`config.mk`:
```
export PLATFORM = sky130hd
export DESIGN_NAME = id_pattern_shower
export DESIGN_NICKNAME = d
export VERILOG_FILES = /design/src/rtl/id_shower_pkg.sv /design/src/rtl/request_frame_tracker.sv /design/src/rtl/id_pattern_shower.sv
export SDC_FILE = /design/constraint.sdc
export NUM_CORES = 1
export LEC_CHECK = 0
export BUFFER_PORTS_ARGS = -buffer_cell sky130_fd_sc_hd__clkbuf_2
export CAP_MARGIN = 25
export CORE_AREA = 2 2 70 72
export DETAILED_ROUTE_END_ITERATION = 10
export DIE_AREA = 0 0 72 74
export SLEW_MARGIN = 5
export SYNTH_ARGS = -nofsm -noshare
export SYNTH_HDL_FRONTEND = slang
export SYNTH_SLANG_ARGS = --single-unit
export TNS_END_PERCENT = 20
```
`constraint.sdc`:
```
create_clock -name clk -period 2 [get_ports clk]
set_input_delay 0.1 -clock clk [delete_from_list [all_inputs] [get_ports clk]]
set_output_delay 0.1 -clock clk [all_outputs]
set_load 0.01 [all_outputs]
```
`src/rtl/id_shower_pkg.sv`:
```
// id_shower_pkg
//   Shared types and constants for the LED ID pattern shower.
//   - id_state_e : frame state (settling, valid, sequence done)
//   - rgb_t      : packed {r,g,b} colour, 8 bits per channel
//   - RGB_BLACK / RGB_WHITE colour constants
//   - num_frames(): number of bit frames for a given address width. It adds
//     the reference frame when ID_SHOWER_REF_FRAME_EN is defined.
package id_shower_pkg;

    typedef enum logic [1:0] {
        ST_SETTLE = 2'd0,
        ST_VALID  = 2'd1,
        ST_DONE   = 2'd2
    } id_state_e;

    typedef struct packed {
        logic [7:0] r;
        logic [7:0] g;
        logic [7:0] b;
    } rgb_t;

    localparam rgb_t RGB_BLACK = 24'h000000;
    localparam rgb_t RGB_WHITE = 24'hFFFFFF;

    // Settle counter width; covers SETTLE_FRAMES up to 15.
    localparam int SETTLE_CNT_W = 4;

    function automatic int num_frames(input int addr_w);
`ifdef ID_SHOWER_REF_FRAME_EN
        return addr_w + 1;
`else
        return addr_w;
`endif
    endfunction

endpackage

```
`src/rtl/request_frame_tracker.sv`:
```
// request_frame_tracker
//   Watches the driver's request stream for strip frame starts and counts
//   them while the display is settling.
//   A frame start is a change of request away from address 0: the previous
//   request was 0 and the current one differs.
// Ports:
//   clk, rst         : clock, synchronous active-high reset
//   clear            : hold the settle count at zero (not settling, or restart)
//   next_led_request : address of the LED the driver will send next
//   settled          : one-cycle pulse on the SETTLE_FRAMES-th frame start
module request_frame_tracker
    import id_shower_pkg::*;
#(
    parameter int ADDR_W        = 6,
    parameter int SETTLE_FRAMES = 2
) (
    input  logic              clk,
    input  logic              rst,
    input  logic              clear,
    input  logic [ADDR_W-1:0] next_led_request,
    output logic              settled
);

    localparam logic [SETTLE_CNT_W-1:0] LAST_CNT = SETTLE_CNT_W'(SETTLE_FRAMES - 1);

    logic [ADDR_W-1:0]       prev_req;
    logic [SETTLE_CNT_W-1:0] frame_cnt;
    logic                    frame_start;

    assign frame_start = (next_led_request != prev_req) && (prev_req == '0);
    assign settled     = frame_start && !clear && (frame_cnt == LAST_CNT);

    always_ff @(posedge clk) begin
        if (rst) begin
            prev_req  <= '0;
            frame_cnt <= '0;
        end else begin
            prev_req <= next_led_request;
            if (clear) begin
                frame_cnt <= '0;
            end else if (frame_start) begin
                // The count restarts once the settle target is reached.
                frame_cnt <= settled ? '0 : frame_cnt + 1'b1;
            end
        end
    end

endmodule

```
`src/rtl/id_pattern_shower.sv`:
```
// id_pattern_shower
//   Colours every LED by one selected bit of its own address, so a camera
//   can decode LED identities frame by frame. The index of the shown bit is
//   stepped by buttons (manual) or by capture_done pulses (auto sequence).
//   Optional build macro ID_SHOWER_REF_FRAME_EN adds a white reference frame
//   at index LED_ADDRESS_WIDTH.
// Ports:
//   clk, rst              : clock, synchronous active-high reset
//   auto_mode             : level, 1 = automatic capture sequence
//   increment_bit         : manual step up, rising edge
//   decrement_bit         : manual step down, rising edge
//   next_led_request      : LED address the driver will send next
//   capture_done          : one-cycle pulse from the camera side
//   red/green/blue_out    : colour for the request seen one cycle earlier
//   color_valid           : colour outputs valid (1 whenever out of reset)
//   displayed_frame_valid : strip shows a settled frame for address_bit_num
//   address_bit_num       : current frame index
//   sequence_done         : automatic sequence finished (held)
//   state_dbg             : current frame state (id_state_e encoding)
//
// Camera handshake: displayed_frame_valid is the "ready" side and
// capture_done the "valid" side. A capture_done pulse is accepted only in a
// cycle where displayed_frame_valid is 1 and auto_mode is 1; a pulse in any
// other cycle is dropped. Acceptance lowers displayed_frame_valid on the next
// cycle, so each settled frame accepts exactly one capture.
module id_pattern_shower
    import id_shower_pkg::*;
#(
    parameter int          NUM_LEDS          = 50,
    parameter int          LED_ADDRESS_WIDTH = 6,
    parameter int          SETTLE_FRAMES     = 2,
    parameter int          MSB_FIRST         = 1,
    parameter logic [23:0] COLOR_ZERO        = 24'hFF0000,
    parameter logic [23:0] COLOR_ONE         = 24'h0000FF,
    localparam int         NUM_FRAMES        = num_frames(LED_ADDRESS_WIDTH),
    localparam int         BN_W              = $clog2(NUM_FRAMES + 1)
) (
    input  logic                         clk,
    input  logic                         rst,
    input  logic                         auto_mode,
    input  logic                         increment_bit,
    input  logic                         decrement_bit,
    input  logic [LED_ADDRESS_WIDTH-1:0] next_led_request,
    input  logic                         capture_done,
    output logic [7:0]                   red_out,
    output logic [7:0]                   green_out,
    output logic [7:0]                   blue_out,
    output logic                         color_valid,
    output logic                         displayed_frame_valid,
    output logic [BN_W-1:0]              address_bit_num,
    output logic                         sequence_done,
    output logic [1:0]                   state_dbg
);

    localparam int              W        = LED_ADDRESS_WIDTH;
    localparam logic [BN_W-1:0] LAST_IDX = BN_W'(NUM_FRAMES - 1);

    // A strip longer than the address space cannot be identified; this
    // block only exists as a marker in such a mis-configured build.
    if (NUM_LEDS > (1 << LED_ADDRESS_WIDTH)) begin : g_addr_too_narrow
    end

    id_state_e       state, state_nxt;
    logic [BN_W-1:0] idx, idx_nxt;
    logic            seq_done_nxt;
    logic            auto_q, inc_q, dec_q;
    logic            auto_rise, auto_fall, inc_edge, dec_edge;
    logic            restart;
    logic            settled;
    logic            tracker_clear;
    logic            addr_bit;
    rgb_t            color_nxt;

    assign auto_rise = auto_mode && !auto_q;
    assign auto_fall = !auto_mode && auto_q;
    assign inc_edge  = increment_bit && !inc_q;
    assign dec_edge  = decrement_bit && !dec_q;

    // The settle count only runs while settling, and a restart into SETTLE
    // always begins again from zero.
    assign tracker_clear = (state != ST_SETTLE) || restart;

    request_frame_tracker #(
        .ADDR_W       (W),
        .SETTLE_FRAMES(SETTLE_FRAMES)
    ) u_tracker (
        .clk             (clk),
        .rst             (rst),
        .clear           (tracker_clear),
        .next_led_request(next_led_request),
        .settled         (settled)
    );

    // Mode control and index stepping. Mode edges take priority over
    // everything; in auto mode the buttons are ignored, in manual mode
    // capture_done is ignored.
    always_comb begin
        state_nxt    = state;
        idx_nxt      = idx;
        seq_done_nxt = sequence_done;
        restart      = 1'b0;

        if (auto_rise) begin
            idx_nxt      = '0;
            seq_done_nxt = 1'b0;
            restart      = 1'b1;
        end else if (auto_fall) begin
            seq_done_nxt = 1'b0;
            restart      = 1'b1;
        end else if (auto_mode) begin
            if (state == ST_VALID && capture_done) begin
                if (idx == LAST_IDX) begin
                    state_nxt    = ST_DONE;
                    seq_done_nxt = 1'b1;
                end else begin
                    idx_nxt = idx + 1'b1;
                    restart = 1'b1;
                end
            end
        end else if (inc_edge && !dec_edge) begin
            idx_nxt = (idx == LAST_IDX) ? '0 : idx + 1'b1;
            restart = 1'b1;
        end else if (dec_edge && !inc_edge) begin
            idx_nxt = (idx == '0) ? LAST_IDX : idx - 1'b1;
            restart = 1'b1;
        end

        if (restart) begin
            state_nxt = ST_SETTLE;
        end else if (state == ST_SETTLE && settled) begin
            state_nxt = ST_VALID;
        end
    end

    // Colour for the current request, registered one cycle later.
    always_comb begin
        addr_bit = 1'b0;
        for (int i = 0; i < W; i++) begin
            if (int'(idx) == ((MSB_FIRST != 0) ? (W - 1 - i) : i)) begin
                addr_bit = next_led_request[i];
            end
        end

        if (state == ST_DONE) begin
            color_nxt = RGB_BLACK;
`ifdef ID_SHOWER_REF_FRAME_EN
        end else if (int'(idx) == W) begin
            color_nxt = RGB_WHITE;
`endif
        end else begin
            color_nxt = addr_bit ? rgb_t'(COLOR_ONE) : rgb_t'(COLOR_ZERO);
        end
    end

    always_ff @(posedge clk) begin
        if (rst) begin
            state         <= ST_SETTLE;
            idx           <= '0;
            sequence_done <= 1'b0;
            red_out       <= 8'h00;
            green_out     <= 8'h00;
            blue_out      <= 8'h00;
            color_valid   <= 1'b0;
            // Load live levels so inputs held through reset do not fire.
            auto_q        <= auto_mode;
            inc_q         <= increment_bit;
            dec_q         <= decrement_bit;
        end else begin
            state         <= state_nxt;
            idx           <= idx_nxt;
            sequence_done <= seq_done_nxt;
            red_out       <= color_nxt.r;
            green_out     <= color_nxt.g;
            blue_out      <= color_nxt.b;
            color_valid   <= 1'b1;
            auto_q        <= auto_mode;
            inc_q         <= increment_bit;
            dec_q         <= decrement_bit;
        end
    end

    assign displayed_frame_valid = (state == ST_VALID);
    assign address_bit_num       = idx;
    assign state_dbg             = state;

endmodule
```
Word level (Yosys, flattened, before mapping)
Cells that the tools add are included.

Add/sub/neg operators: 3. Equality and inequality tests: 14. Mux-type cells: 29. Bitwise operators: 2. Reductions and logical operators: 38.

Operators with widths (count): 24-bit two-way mux (1); 3-bit two-way mux (7); 1-bit two-way mux (20); 3-bit equality test (second input constant) (5); 1-bit logical AND (11); 5-bit AND reduction (2); 2-bit nonzero test (4); 2-bit OR reduction (4); 1-bit logical NOT (7); 3-bit logical NOT (2); 6-bit logical NOT (1); 2-bit by 1-bit != test with 1-bit output (second input constant) (3); 6-bit != test (1); 3-bit OR reduction (2); 4-bit by 1-bit adder with 4-bit output (second input constant) (1); 4-bit by 1-bit equality test with 1-bit output (second input constant) (1); 4-bit two-way mux (1); 4-bit AND reduction (1); 3-bit by 1-bit adder with 3-bit output (second input constant) (1); 3-bit by 2-bit equality test with 1-bit output (second input constant) (1); 3-bit AND reduction (1); 3-bit nonzero test (1); 3-bit by 1-bit subtractor with 3-bit output (second input constant) (1); 2-bit by 1-bit equality test with 1-bit output (second input constant) (1); other kinds (5) (6).

Register bits: 44. Output and inout bits: 32. Logic and storage cells: 99.

Logic depth before layout (Yosys ltp)
Depth after elaboration: 16. Mapped depth: 7. Depth with buffers taken out: 7.

Hierarchy
From an unflattened synthesis, not the netlist that was laid out.

Cell total of the unflattened synthesis: 153. Area total of the unflattened synthesis: 1361.3 µm².

Modules (own cells, without submodules): id_pattern_shower (times used 1, cells an instance 112, area each 970.9 µm², seq. area each 240.2 µm²); request_frame_tracker (times used 1, cells an instance 41, area each 390.4 µm², seq. area each 200.2 µm²).

Least setup slack after synthesis
OpenSTA, ideal clock, no wires.

Path type: flip-flop to flip-flop. Start: reg idx[0], in the netlist address_bit_num[0]. End: reg red_out[6]. Arrival time: 1.639 ns. Slack: 0.246 ns. Cell stages (with the launch flop): 8. Buffers on the path: 0. Path through: dfxtp_1 > inv_1 > ha_1 > ha_1 > nand4b_1 > a222oi_1 > o21ai_0 > and3_1.

Word-level cells in the longest chain between the ends: 8. Elaborated cells on any way between the ends: 13.

RTL lines: start, declared (RTL line id_pattern_shower.sv:64) `logic [BN_W-1:0] idx, idx_nxt;`; start signal, assigned (RTL line id_pattern_shower.sv:170) `idx <= idx_nxt;`; 3-bit equality test (RTL line id_pattern_shower.sv:139) `if (int'(idx) == ((MSB_FIRST != 0) ? (W - 1 - i) : i)) begin`; 1-bit two-way mux (5 in a row) (RTL line id_pattern_shower.sv:139); 1-bit two-way mux * (RTL line id_pattern_shower.sv:139); 24-bit two-way mux * (RTL line id_pattern_shower.sv:151) `color_nxt = addr_bit ? rgb_t'(COLOR_ONE) : rgb_t'(COLOR_ZERO);`; end signal, assigned (RTL line id_pattern_shower.sv:172) `red_out <= color_nxt.r;`; end, declared (RTL line id_pattern_shower.sv:45) `output logic [7:0] red_out,`.

Every way passes the cells marked *; elsewhere a longest branch is shown, timed or not. A chain may end at the register's enable or synchronous reset.

Final worst setup path
Ends and elaborated chain as after synthesis.

==> results.json <==
{
  "status": "finished, final reports clean",
  "tns_ns": 0,
  "nFillCells": 470,
  "cts.reportedPaths.clkPinSlew_ns": 0.08,
  "die_h_um": 74,
  "syn_area_sq_um": 1340,
  "die-area_sq_um": 5330,
  "track_usage_pct": 9.92,
  "async_reset_ff_share_pct": 0,
  "finish.utilization_pct": 34.0,
  "timing.final.crit_share_pct": 89.4,
  "hp-class": "in2reg",
  "instances_no_fill": 233,
  "end_kind": "flop",
  "syn_avg_cell_area_sq_um": 8.82,
  "ys_seq_area_share_pct": 32.9,
  "wirelength_um": 2570,
  "max_freq_ghz": 0.559,
  "finish.net_count": 205,
  "cp.arrival_ns": 1.95,
  "drc_errors": 0,
  "grt_pass1_vias": 970,
  "hold_depth": 2,
  "htree_levels": 1,
  "holdWs_ns": 0.0821,
  "num_rows": 25,
  "clock-root-buffer": "clkbuf_8",
  "first_pass_iters": 4,
  "initial_core_util_pct": 29.1,
  "core_area_sq_um": 4600,
  "vias": 1075,
  "antenna_found_initial": 0,
  "drive_gt1_share_pct": 27.9,
  "grt_max_degree": 14,
  "multi_input_area_sq_um": 712,
  "ant_nets": 0,
  "netlist_instances": 152,
  "io_pins": 44,
  "r2r_cells": 7,
  "grt_overflow_total": 0,
  "regArea_sq_um": 442,
  "synth_ff_type": "dfxtp_1",
  "final_cell_mix": "35 x clkbuf_2, 21 x dfxtp_1, 17 x nor2_1",
  "cap_violations": 0,
  "drt_iter0_drc": 54,
  "synth_edf_count": 0,
  "ys_ff_latch": 22,
  "clk_path_buf_depth": 2,
  "die_w_um": 72,
  "cts_buffers": 3,
  "wl_per_cell_um": 11.0,
  "p_leak_nw": 0.752,
  "cts_sinks": 22,
  "clock_skew_ns": 0.00360,
  "grt_pass1_wl_um": 4220,
  "critPathMaxFanout": 6,
  "tritoncts": "done",
  "dp_hpwl_um": 2030,
  "cellPowerDensity_nw_per_um2": 700,
  "yosysUniqueCellTypes": 43,
  "crit_type": "reg2reg",
  "timing_hold_violations_final": 0,
  "antenna_cells": 0,
  "cts_setup_buffers": 0,
  "vdd_drop_max_mv": 0.266,
  "worstSkewPairLatency_ns": 0.26,
  "area_growth_pct": 16.6,
  "yosys_warnings": 0,
  "cp_data_required_time_ns": 2.16,
  "mostFrequentLayoutCell": "clkbuf_2",
  "vias_per_cell": 4.61,
  "post-place-cells": 227,
  "numPortBuffers": 35,
  "critPathLaunchType": "flop",
  "rsz0062_at_grt": "no",
  "gp_congestion": 0.794,
  "layout_min_cycle_time_ns": 1.79,
  "drv_slew": 0,
  "setup_viol": 0
}
power breakdown:
group / internal (mW) / switching [mW] / total (mW)
logic: 0.0903 / 0.112 / 0.203
registers: 0.458 / 0.0181 / 0.476
clock network: 0.267 / 0.149 / 0.416
worst max-delay path: stages (launching register included):
cell and delay, ns:
dfxtp_2 0.39, inv_1 0.09, ha_1 0.24, ha_1 0.20
nand4b_1 0.16, a222oi_1 0.28, o21ai_0 0.16, and3_1 0.16
metrics by stage:
stage,setup slack [ns],area [sq um],power (mW)
6_report,0.211,1560,1.09
5_1_grt,0.0470,1560,1.15
4_1_cts,0.0986,1550,1.11
3_5_place_dp,0.153,1460,0.684
3_3_place_gp,0.222,1460,0.683
2_1_floorplan,0.246,1370,0.654
logic make-up after synthesis:
| family | synth area share [%] |
|---|---|
| compound gates | 15.6 |
| flops | 32.9 |
| fa+ha+maj | 12.1 |
| other cells | 0.280 |
| simple gates | 18.7 |
| buf+inv | 16.5 |
| mux | 3.92 |
sequential cells by signal, summed over array words and instances, names as in the netlist:
register	count
address_bit_num	3
auto_q	1
blue_out	1
color_valid	1
dec_q	1
inc_q	1
red_out	1
sequence_done	1
state_dbg	2
u_tracker.frame_cnt	4
u_tracker.prev_req	6
synth_stat cells, drive strengths merged (2+ instances only):
library cell | number | share of area, %
mux2i | 3 | 2.2
ha | 13 | 12
and2 | 3 | 1.4
nor3 | 4 | 1.5
nand2 | 2 | 0.56
o21ai | 3 | 1.1
nand2b | 2 | 0.93
buf | 22 | 12
inv | 12 | 3.4
nor2b | 5 | 2.3
dfxtp | 22 | 33
a2111oi | 2 | 1.3
or4 | 2 | 1.4
mux2 | 2 | 1.7
a211oi | 4 | 3.2
a21oi | 9 | 3.4
nor2 | 17 | 4.8
clkbuf | 3 | 0.84
path summary, 6_finish.rpt:
path                       start               endpoint  slack (ns)
max           address_bit_num[0]             red_out[6]        0.21
max reg2reg   address_bit_num[0]             red_out[6]        0.21
min          next_led_request[4]  u_tracker.prev_req[4]        0.08
min reg2reg        sequence_done          sequence_done        0.47
area by class of cell:
class	count	share of cell area, %
clock buffers	3	2.64
clock inverters	1	1.92
inverters	12	2.88
multi-input cells	100	45.6
flip-flops and latches	22	28.3
well taps	54	4.32
repair buffers	41	14.4
timing repair:
action / in CTS / in global routing
endpoints found under the hold margin: 2 / 0
hold buffers: 2 / 0
setup endpoints to repair: 0 / 4
gates resized for setup: 0 / 4
metal layers:
layer	part of all wire [%]	GRT usage [%]	vias up	routed length [um]
met2	49	18.1	35	1270
li1	-	-	547	-
met5	0	0	-	0
met4	0.47	3.14	0	12
met3	4.5	1.63	2	116
met1	46	12.0	491	1170
No activity file was read; power rests on OpenSTA's default activity.
